<file path="src/rtl/lcd_frame_pkg.sv">
// rtl/lcd_frame_pkg.sv - shared types and constants for the LCD host frame parser
package lcd_frame_pkg;

    typedef enum logic [3:0] {
        ST_IDLE,
        ST_CMD,
        ST_AHI,
        ST_ALO,
        ST_LEN,
        ST_DATA,
        ST_CHK,
        ST_CLEAR,
        ST_RESP
    } state_t;

    localparam logic [7:0] SYNC_BYTE = 8'hA5;
    localparam logic [7:0] CMD_WRITE = 8'h01;
    localparam logic [7:0] CMD_CLEAR = 8'h02;
    localparam logic [7:0] CMD_PING  = 8'h03;

    localparam logic [7:0] ACK_BYTE  = 8'h06;
    localparam logic [7:0] NAK_BYTE  = 8'h15;

    localparam int unsigned FB_BYTES = 504;
    localparam int          FB_AW    = 9;

    function automatic logic cmd_known(input logic [7:0] cmd);
        return (cmd == CMD_WRITE) || (cmd == CMD_CLEAR) || (cmd == CMD_PING);
    endfunction

endpackage

</file>
<file path="src/rtl/rx_byte_fetch.sv">
// rtl/rx_byte_fetch.sv - RX FIFO pop handshake with one-cycle holdoff and inter-byte timeout
module rx_byte_fetch #(
    parameter int unsigned TMO_CYCLES = 100000
) (
    input  logic       clk,
    input  logic       rst_n,
    input  logic [7:0] rx_data,
    input  logic       rx_ready,
    input  logic       fetch_en,
    input  logic       tmo_en,
    output logic       rx_req,
    output logic [7:0] byte_data,
    output logic       byte_valid,
    output logic       timeout
);

    localparam int TMO_W = $clog2(TMO_CYCLES + 1);
    localparam logic [TMO_W-1:0] TMO_LOAD = TMO_W'(TMO_CYCLES - 1);

    logic             holdoff;
    logic [TMO_W-1:0] tmo_cnt;

    // rx_ready still reflects the popped byte for one cycle after a pop, so it is masked
    assign rx_req     = fetch_en & rx_ready & ~holdoff;
    assign byte_valid = rx_req;
    assign byte_data  = rx_data;

    // a pop in the expiry cycle wins over the timeout
    assign timeout    = tmo_en & ~rx_req & (tmo_cnt == '0);

    always_ff @(posedge clk or negedge rst_n) begin
        if (!rst_n) begin
            holdoff <= 1'b1;
            tmo_cnt <= TMO_LOAD;
        end else begin
            holdoff <= rx_req;
            if (!tmo_en || rx_req) begin
                tmo_cnt <= TMO_LOAD;
            end else if (tmo_cnt != '0) begin
                tmo_cnt <= tmo_cnt - 1'b1;
            end
        end
    end

endmodule

</file>
<file path="src/rtl/lcd_frame_parser.sv">
// rtl/lcd_frame_parser.sv - parses host frames from the UART RX FIFO into framebuffer writes and ACK/NAK replies
module lcd_frame_parser #(
    parameter int unsigned F          = 50000000,
    parameter int unsigned TIMEOUT_US = 2000,
    parameter int unsigned FB_BYTES   = 504
) (
    input  logic       i_clk,
    input  logic       i_rst_n,
    input  logic [7:0] i_rx_data,
    input  logic       i_rx_ready,
    output logic       o_rx_req,
    output logic [7:0] o_tx_data,
    output logic       o_tx_valid,
    input  logic       i_tx_ready,
    output logic [8:0] o_fb_addr,
    output logic [7:0] o_fb_data,
    output logic       o_fb_we,
    output logic       o_busy
);

    import lcd_frame_pkg::*;

    localparam int unsigned TMO_CYCLES = F / 1000000 * TIMEOUT_US;

    state_t     state;
    logic [7:0] cmd;
    logic [7:0] len_rem;
    logic [7:0] acc;
    logic       err;
    logic [8:0] addr;
    logic [8:0] clr_addr;

    logic       fetch_en;
    logic       tmo_en;
    logic [7:0] byte_data;
    logic       byte_valid;
    logic       timeout;

    assign fetch_en = (state != ST_CLEAR) && (state != ST_RESP);
    assign tmo_en   = fetch_en && (state != ST_IDLE);
    assign o_busy   = (state != ST_IDLE);

    rx_byte_fetch #(
        .TMO_CYCLES (TMO_CYCLES)
    ) u_fetch (
        .clk        (i_clk),
        .rst_n      (i_rst_n),
        .rx_data    (i_rx_data),
        .rx_ready   (i_rx_ready),
        .fetch_en   (fetch_en),
        .tmo_en     (tmo_en),
        .rx_req     (o_rx_req),
        .byte_data  (byte_data),
        .byte_valid (byte_valid),
        .timeout    (timeout)
    );

    always_ff @(posedge i_clk or negedge i_rst_n) begin
        if (!i_rst_n) begin
            state      <= ST_IDLE;
            cmd        <= '0;
            len_rem    <= '0;
            acc        <= '0;
            err        <= 1'b0;
            addr       <= '0;
            clr_addr   <= '0;
            o_tx_data  <= '0;
            o_tx_valid <= 1'b0;
            o_fb_addr  <= '0;
            o_fb_data  <= '0;
            o_fb_we    <= 1'b0;
        end else begin
            o_fb_we    <= 1'b0;
            o_tx_valid <= 1'b0;
            if (timeout) begin
                err   <= 1'b1;
                state <= ST_RESP;
            end else begin
                case (state)
                    ST_IDLE: begin
                        if (byte_valid && byte_data == SYNC_BYTE) begin
                            acc   <= '0;
                            err   <= 1'b0;
                            state <= ST_CMD;
                        end
                    end
                    ST_CMD: begin
                        if (byte_valid) begin
                            cmd   <= byte_data;
                            acc   <= acc ^ byte_data;
                            state <= ST_AHI;
                        end
                    end
                    ST_AHI: begin
                        if (byte_valid) begin
                            addr[8] <= byte_data[0];
                            acc     <= acc ^ byte_data;
                            state   <= ST_ALO;
                        end
                    end
                    ST_ALO: begin
                        if (byte_valid) begin
                            addr[7:0] <= byte_data;
                            acc       <= acc ^ byte_data;
                            state     <= ST_LEN;
                        end
                    end
                    ST_LEN: begin
                        if (byte_valid) begin
                            len_rem <= byte_data;
                            acc     <= acc ^ byte_data;
                            // range is checked up front so the running address can never wrap
                            if (!cmd_known(cmd) ||
                                (cmd == CMD_WRITE &&
                                 ({1'b0, addr} + {2'b00, byte_data}) > 10'(FB_BYTES))) begin
                                err <= 1'b1;
                            end
                            state <= (byte_data == 8'd0) ? ST_CHK : ST_DATA;
                        end
                    end
                    ST_DATA: begin
                        if (byte_valid) begin
                            acc     <= acc ^ byte_data;
                            len_rem <= len_rem - 8'd1;
                            if (cmd == CMD_WRITE && !err) begin
                                o_fb_we   <= 1'b1;
                                o_fb_addr <= addr;
                                o_fb_data <= byte_data;
                                addr      <= addr + 9'd1;
                            end
                            if (len_rem == 8'd1) begin
                                state <= ST_CHK;
                            end
                        end
                    end
                    ST_CHK: begin
                        if (byte_valid) begin
                            if (byte_data != acc) begin
                                err <= 1'b1;
                            end
                            if (cmd == CMD_CLEAR && !err && byte_data == acc) begin
                                clr_addr <= '0;
                                state    <= ST_CLEAR;
                            end else begin
                                state <= ST_RESP;
                            end
                        end
                    end
                    ST_CLEAR: begin
                        o_fb_we   <= 1'b1;
                        o_fb_addr <= clr_addr;
                        o_fb_data <= 8'h00;
                        if (clr_addr == 9'(FB_BYTES - 1)) begin
                            state <= ST_RESP;
                        end else begin
                            clr_addr <= clr_addr + 9'd1;
                        end
                    end
                    ST_RESP: begin
                        if (i_tx_ready) begin
                            o_tx_valid <= 1'b1;
                            o_tx_data  <= err ? NAK_BYTE : ACK_BYTE;
                            state      <= ST_IDLE;
                        end
                    end
                    default: state <= ST_IDLE;
                endcase
            end
        end
    end

endmodule
</file>
<file path="config.mk">
export PLATFORM = sky130hd
export DESIGN_NAME = lcd_frame_parser
export DESIGN_NICKNAME = d
export VERILOG_FILES = /design/src/rtl/lcd_frame_pkg.sv /design/src/rtl/rx_byte_fetch.sv /design/src/rtl/lcd_frame_parser.sv
export SDC_FILE = /design/constraint.sdc
export NUM_CORES = 1
export LEC_CHECK = 0
export ABC_AREA = 1
export ABC_CLOCK_PERIOD_IN_PS = 3000
export BUFFER_PORTS_ARGS = -buffer_cell sky130_fd_sc_hd__buf_2
export CAP_MARGIN = 30
export CORE_MARGIN = 2
export CORE_UTILIZATION = 45
export DETAILED_ROUTE_END_ITERATION = 6
export GPL_TIMING_DRIVEN = 0
export HOLD_SLACK_MARGIN = 0.05
export PLACE_DENSITY = 0.74
export SYNTH_ARGS = -nofsm -noshare
export SYNTH_HDL_FRONTEND = slang
export SYNTH_SLANG_ARGS = --single-unit
</file>
<file path="constraint.sdc">
create_clock -name i_clk -period 3 [get_ports i_clk]
set_clock_uncertainty 0.05 [all_clocks]
set_input_delay 0.3 -clock i_clk [delete_from_list [all_inputs] [get_ports i_clk]]
set_output_delay 0.3 -clock i_clk [all_outputs]
set_load 0.02 [all_outputs]
</file>
Word-level counts from Yosys, hierarchy flattened
Index checks and enable logic that the tools add are counted.
Widths: inputs -> output; s select.
Word-level totals
  bits in registers: 92
  input bits: 12
  output and inout bits: 29
  logic and storage cells: 159
Cells by class
  $add $sub $neg: 5
  $lt $le $gt $ge: 1
  equal/unequal tests: 40
  multiplexer cells: 52
  bitwise gates (word level): 8
  reduce and logical (&&, ||, !) cells: 38
Operator list (number)
  $pmux 8 s2: 4
  $mux 9: 7
  $mux 4: 12
  $mux 8: 6
  $ne 3x3->1 const B: 12
  $pmux 4 s9: 1
  $pmux 9 s2: 2
  $mux 17: 2
  $add 9x1->9 const B: 2
  $ne 2x2->1 const B: 9
  $logic_not 17->1: 1
  $reduce_bool 17->1: 1
  $sub 17x1->17 const B: 1
  $eq 4x3->1 const B: 4
  $eq 8x1->1 const B: 2
  $eq 8x2->1 const B: 2
  $reduce_and 5->1: 3
  $reduce_bool 2->1: 7
  $mux 1: 13
  $reduce_and 4->1: 3
  $add 9x8->10: 1
  $gt 10x9->1 const B: 1
  $reduce_and 10->1: 1
  $eq 9x9->1 const B: 1
  26 further kinds: 46

Depth between registers and ports, before layout
  word-level depth: 9
  gate-level depth with buffers: 20
  gate-level depth less buffers: 20

By module
A second synthesis with hierarchy kept.
Second synthesis, totals
  cells, all modules: 751
  area, all modules: 5542.8 um^2
Modules (own cells, without submodules)
  lcd_frame_parser: instances 1, cells each 593, area an instance 4377.9 um^2, seq. area each 1726.7 um^2
  rx_byte_fetch: instances 1, cells each 158, area an instance 1164.9 um^2, seq. area each 464.2 um^2

Least setup slack after synthesis
OpenSTA, ideal clock, no wires.
  path kind: reg-to-reg
  from: register addr[0]
  to: register err
  setup time: 0.117 ns
  arrival time: 1.888 ns
  data required time: 2.833 ns
  slack: 0.945 ns
  stages on the path, launching flop included: 20
  path buffers: 0
  period minus slack after synthesis: 2.055 ns
  cell sequence: dfrtp_1 > ha_1 > inv_1 > fa_1 > inv_1 > nand3_1 > nand2_1 > nor2_1 > nor2_1 > nand2_1 > nor2_1 > nand3_1 > nand2_1 > nand2_1 > nand2_1 > nand2_1 > nand2_1 > nand2_1 > nand2_1 > nand2_1
Between the ends
  longest elaborated chain between the ends: 6
RTL lines
  start, declared: line lcd_frame_parser.sv:30  | logic [8:0] addr;
  start signal, assigned: line lcd_frame_parser.sv:103  | addr[7:0] <= byte_data;
  start signal, assigned: line lcd_frame_parser.sv:129  | addr <= addr + 9'd1;
  $add 9x8->10: line lcd_frame_parser.sv:115  | ({1'b0, addr} + {2'b00, byte_data}) > 10'(FB_BYTES))) begin
  $gt 10x9->1: line lcd_frame_parser.sv:115
  $logic_and 1x1->1: line lcd_frame_parser.sv:114  | (cmd == CMD_WRITE &&
  $logic_or 1x1->1: line lcd_frame_parser.sv:113  | if (!cmd_known(cmd) ||
  $ne 3x3->1 (no line)
  $reduce_and 6->1 (no line)
  end signal, assigned: line lcd_frame_parser.sv:83  | err <= 1'b0;
  end signal, assigned: line lcd_frame_parser.sv:116  | err <= 1'b1;
  end signal, assigned: line lcd_frame_parser.sv:139  | err <= 1'b1;
  end, declared: line lcd_frame_parser.sv:29  | logic err;
Every way passes these cells.
A chain may end at the register's enable or synchronous reset.

Worst setup path after layout
Ends and elaborated chain as after synthesis.

==> qor.yml <==
status: "completed"
slowest_delay_ps: 480
p_leak_nw: 2.91
initial_core_util: 0.461
drive_above_1_share: 0.138
power.density_nw_per_um2: 904
cp_slowest_cell: "dfrtp_1"
cts_setup_buffers: 0
synth_cell_type_count: 46
firstDrtPassIters: 5
crit_start: "addr[0]"
syn_area_per_cell_um2: 7.51
drc: 0
cts.sinks: 87
die_y_um: 112
final_common_cell: "nand2_1"
finalHoldViolations: 0
vias: 4685
rows: 39
htree_levels: 3
hold_buffers: 1
fin_total_pwr_mw: 5.38
postPlaceCellArea_um2: 5690
start_kind: "register"
relSlewSlack: 0.604
rsz0062_at_grt: "false"
cts_tree: "yes"
critPathMaxFanout: 6
antenna_found_initial: 0
cap_violations: 0
grt-ovfl-total: 0
grt_max_degree: 52
syn_to_final_growth_pct: 12.6
synth_cells: 704
worst_slew_pin_slew_ps: 588
clk_pin_slew_ps: 70
ys_seq_area_frac: 0.414
required_ps: 3200
cts_resized: 0
path_cells: "ha_1 > inv_1 > fa_1 > inv_1 > nand3_1 > nand2_1 > nor2_1 > nor2_1 > nand2_1 > nor2_1 > nand3_1 > nand2_1 > nand2_1 > nand2_1 > nand2_1 > nand2_1 > nand2_1 > nand2_1 > nand2_1"
mappedNetlistArea_um2: 5290
wl_per_cell_um: 13.3
slew_viol_final: 0
cts_made_buffers: 9
setup_tns_ps: 0
place_hpwl_mm: 8.98
crit_arrival_ps: 2680
synth_ff_type: "dfrtp_1"
period_minus_slack_ps: 2490
wl_mm: 12.0
via_per_inst: 5.19
coreArea_um2: 11500
crit_path_end_kind: "register"
antenna_left: 0
final_cell_mix: "nand2_1 (170), inv_1 (112), dfrtp_1 (76)"
fin_crit_sh: 0.829
fmax_mhz: 402
io_buffers: 36
irDropWorstVdd_mv: 0.493
fin_area_um2: 5950
hold_path.startpoint: "i_tx_ready"
hp-class: "input port to register"
ios: 41
nNetsFinal: 782
yosysWarnings: 0
track_usage: 0.198
cts_root_buf: "clkbuf_16"
grt_pass1_vias: 4235
path_common_cell: "nand2_1"
fp.dieW_um: 112
synth_edf_count: 0
synth_seq_cells: 87
clk_latency_ps: 350
synthArstFlopShare: 1.00
antennaDiodeCount: 0
finalSetupViolCount: 0
dieArea_um2: 12600
crit_type: "register to register"
clockBufferDepth: 2
drt-initial-drc-count: 461
gp_congestion: 0.911
r2r-start: "addr[0]"
grt_pass1_wl_mm: 20.0
==> cell usage after synthesis, types with 2 or more instances <==
master | instances | area (um2)
o21ai_1 | 6 | 30.0
nand3_1 | 31 | 155
buf_2 | 5 | 25.0
o211ai_1 | 4 | 30.0
dfrtp_1 | 76 | 1900
dfstp_2 | 11 | 289
a21oi_1 | 30 | 150
o31ai_1 | 8 | 60.1
o21a_1 | 9 | 67.6
nor3_1 | 11 | 55.1
xor2_1 | 18 | 158
nand2_2 | 5 | 31.3
inv_2 | 4 | 15.0
nand3b_1 | 2 | 15.0
inv_1 | 112 | 420
nand2_1 | 170 | 638
o21ai_0 | 58 | 290
buf_4 | 6 | 45.0
a31oi_1 | 5 | 31.3
nor4_1 | 8 | 50.1
nor2_1 | 62 | 233
o21ai_2 | 8 | 70.1
ha_1 | 13 | 163
clkbuf_1 | 5 | 18.8
nand4_1 | 14 | 87.6
buf_6 | 3 | 33.8
==> stage by stage <==
| step | hold slack, ps | cells | worst slack (ps) | utilization |
|---|---|---|---|---|
| after global placement | 398 | 886 | 542 | 0.493 |
| after floorplan | -45.6 | 707 | 945 | - |
| after global routing | 126 | 902 | 277 | 0.519 |
| final | 112 | 902 | 514 | 0.519 |
| after detailed placement | 246 | 887 | 527 | 0.496 |
| after CTS | 102 | 902 | 512 | 0.519 |
==> cell families after synthesis <==
logic type	share of synthesized area
flip-flops	0.414
adder cells (fa/ha/maj)	0.0345
other	0.000709
buffers and inverters	0.106
AO/OA/AOI/OAI	0.157
AND/OR/NAND/NOR	0.257
XOR/XNOR	0.0298
==> final cells by class <==
class | count | area, um2
plain buffers | 19 | 123
clock buffers | 10 | 229
clock inverters | 4 | 25.0
fillers | 1113 | 5520
inverters | 117 | 439
multi-input cells | 484 | 2550
flip-flops and latches | 87 | 2190
well taps | 143 | 179
repair buffers | 38 | 220
==> power by group <==
| part | switching [mW] | internal (mW) |
|---|---|---|
| Clock | 0.464 | 0.549 |
| Sequential | 0.339 | 1.60 |
| Combinational | 1.56 | 0.864 |
| Total | 2.36 | 3.02 |
==> registers in the layout, summed over array words and instances (netlist names) <==
name	flops
o_tx_valid	1
len_rem	8
acc	8
cmd	8
o_fb_addr	9
o_fb_data	8
o_tx_data	3
u_fetch.holdoff	1
err	1
state	4
addr	9
clr_addr	9
o_fb_we	1
u_fetch.tmo_cnt	17
==> worst max-delay path: cells and delay by family (launching register included) <==
| family | cells | cell delay, ps |
|---|---|---|
| buffers and inverters | 2 | 150 |
| adders and majority gates | 2 | 600 |
| DFF | 1 | 480 |
| and+or+nand+nor | 15 | 1070 |
==> worst paths after layout <==
check / endpoint / slack [ps] / cells after the start
max in group asynchronous: len_rem[1] / 1890 / 3
setup reg to reg: err / 510 / 19
hold reg to reg: o_tx_data[2] / 420 / 1
hold / removal: state[3] / 110 / 2
min in group asynchronous: clr_addr[4] / 400 / 2
setup / recovery: err / 510 / 19
==> routing by layer <==
layer	global-route usage	routed length, um	vias to the layer above
li1	-	-	2370
met1	0.288	5930	2193
met2	0.291	5210	102
met3	0.0319	540	20
met4	0.0894	284	0
met5	0	0	-
Note: power is estimated with default switching activity, not from simulation.
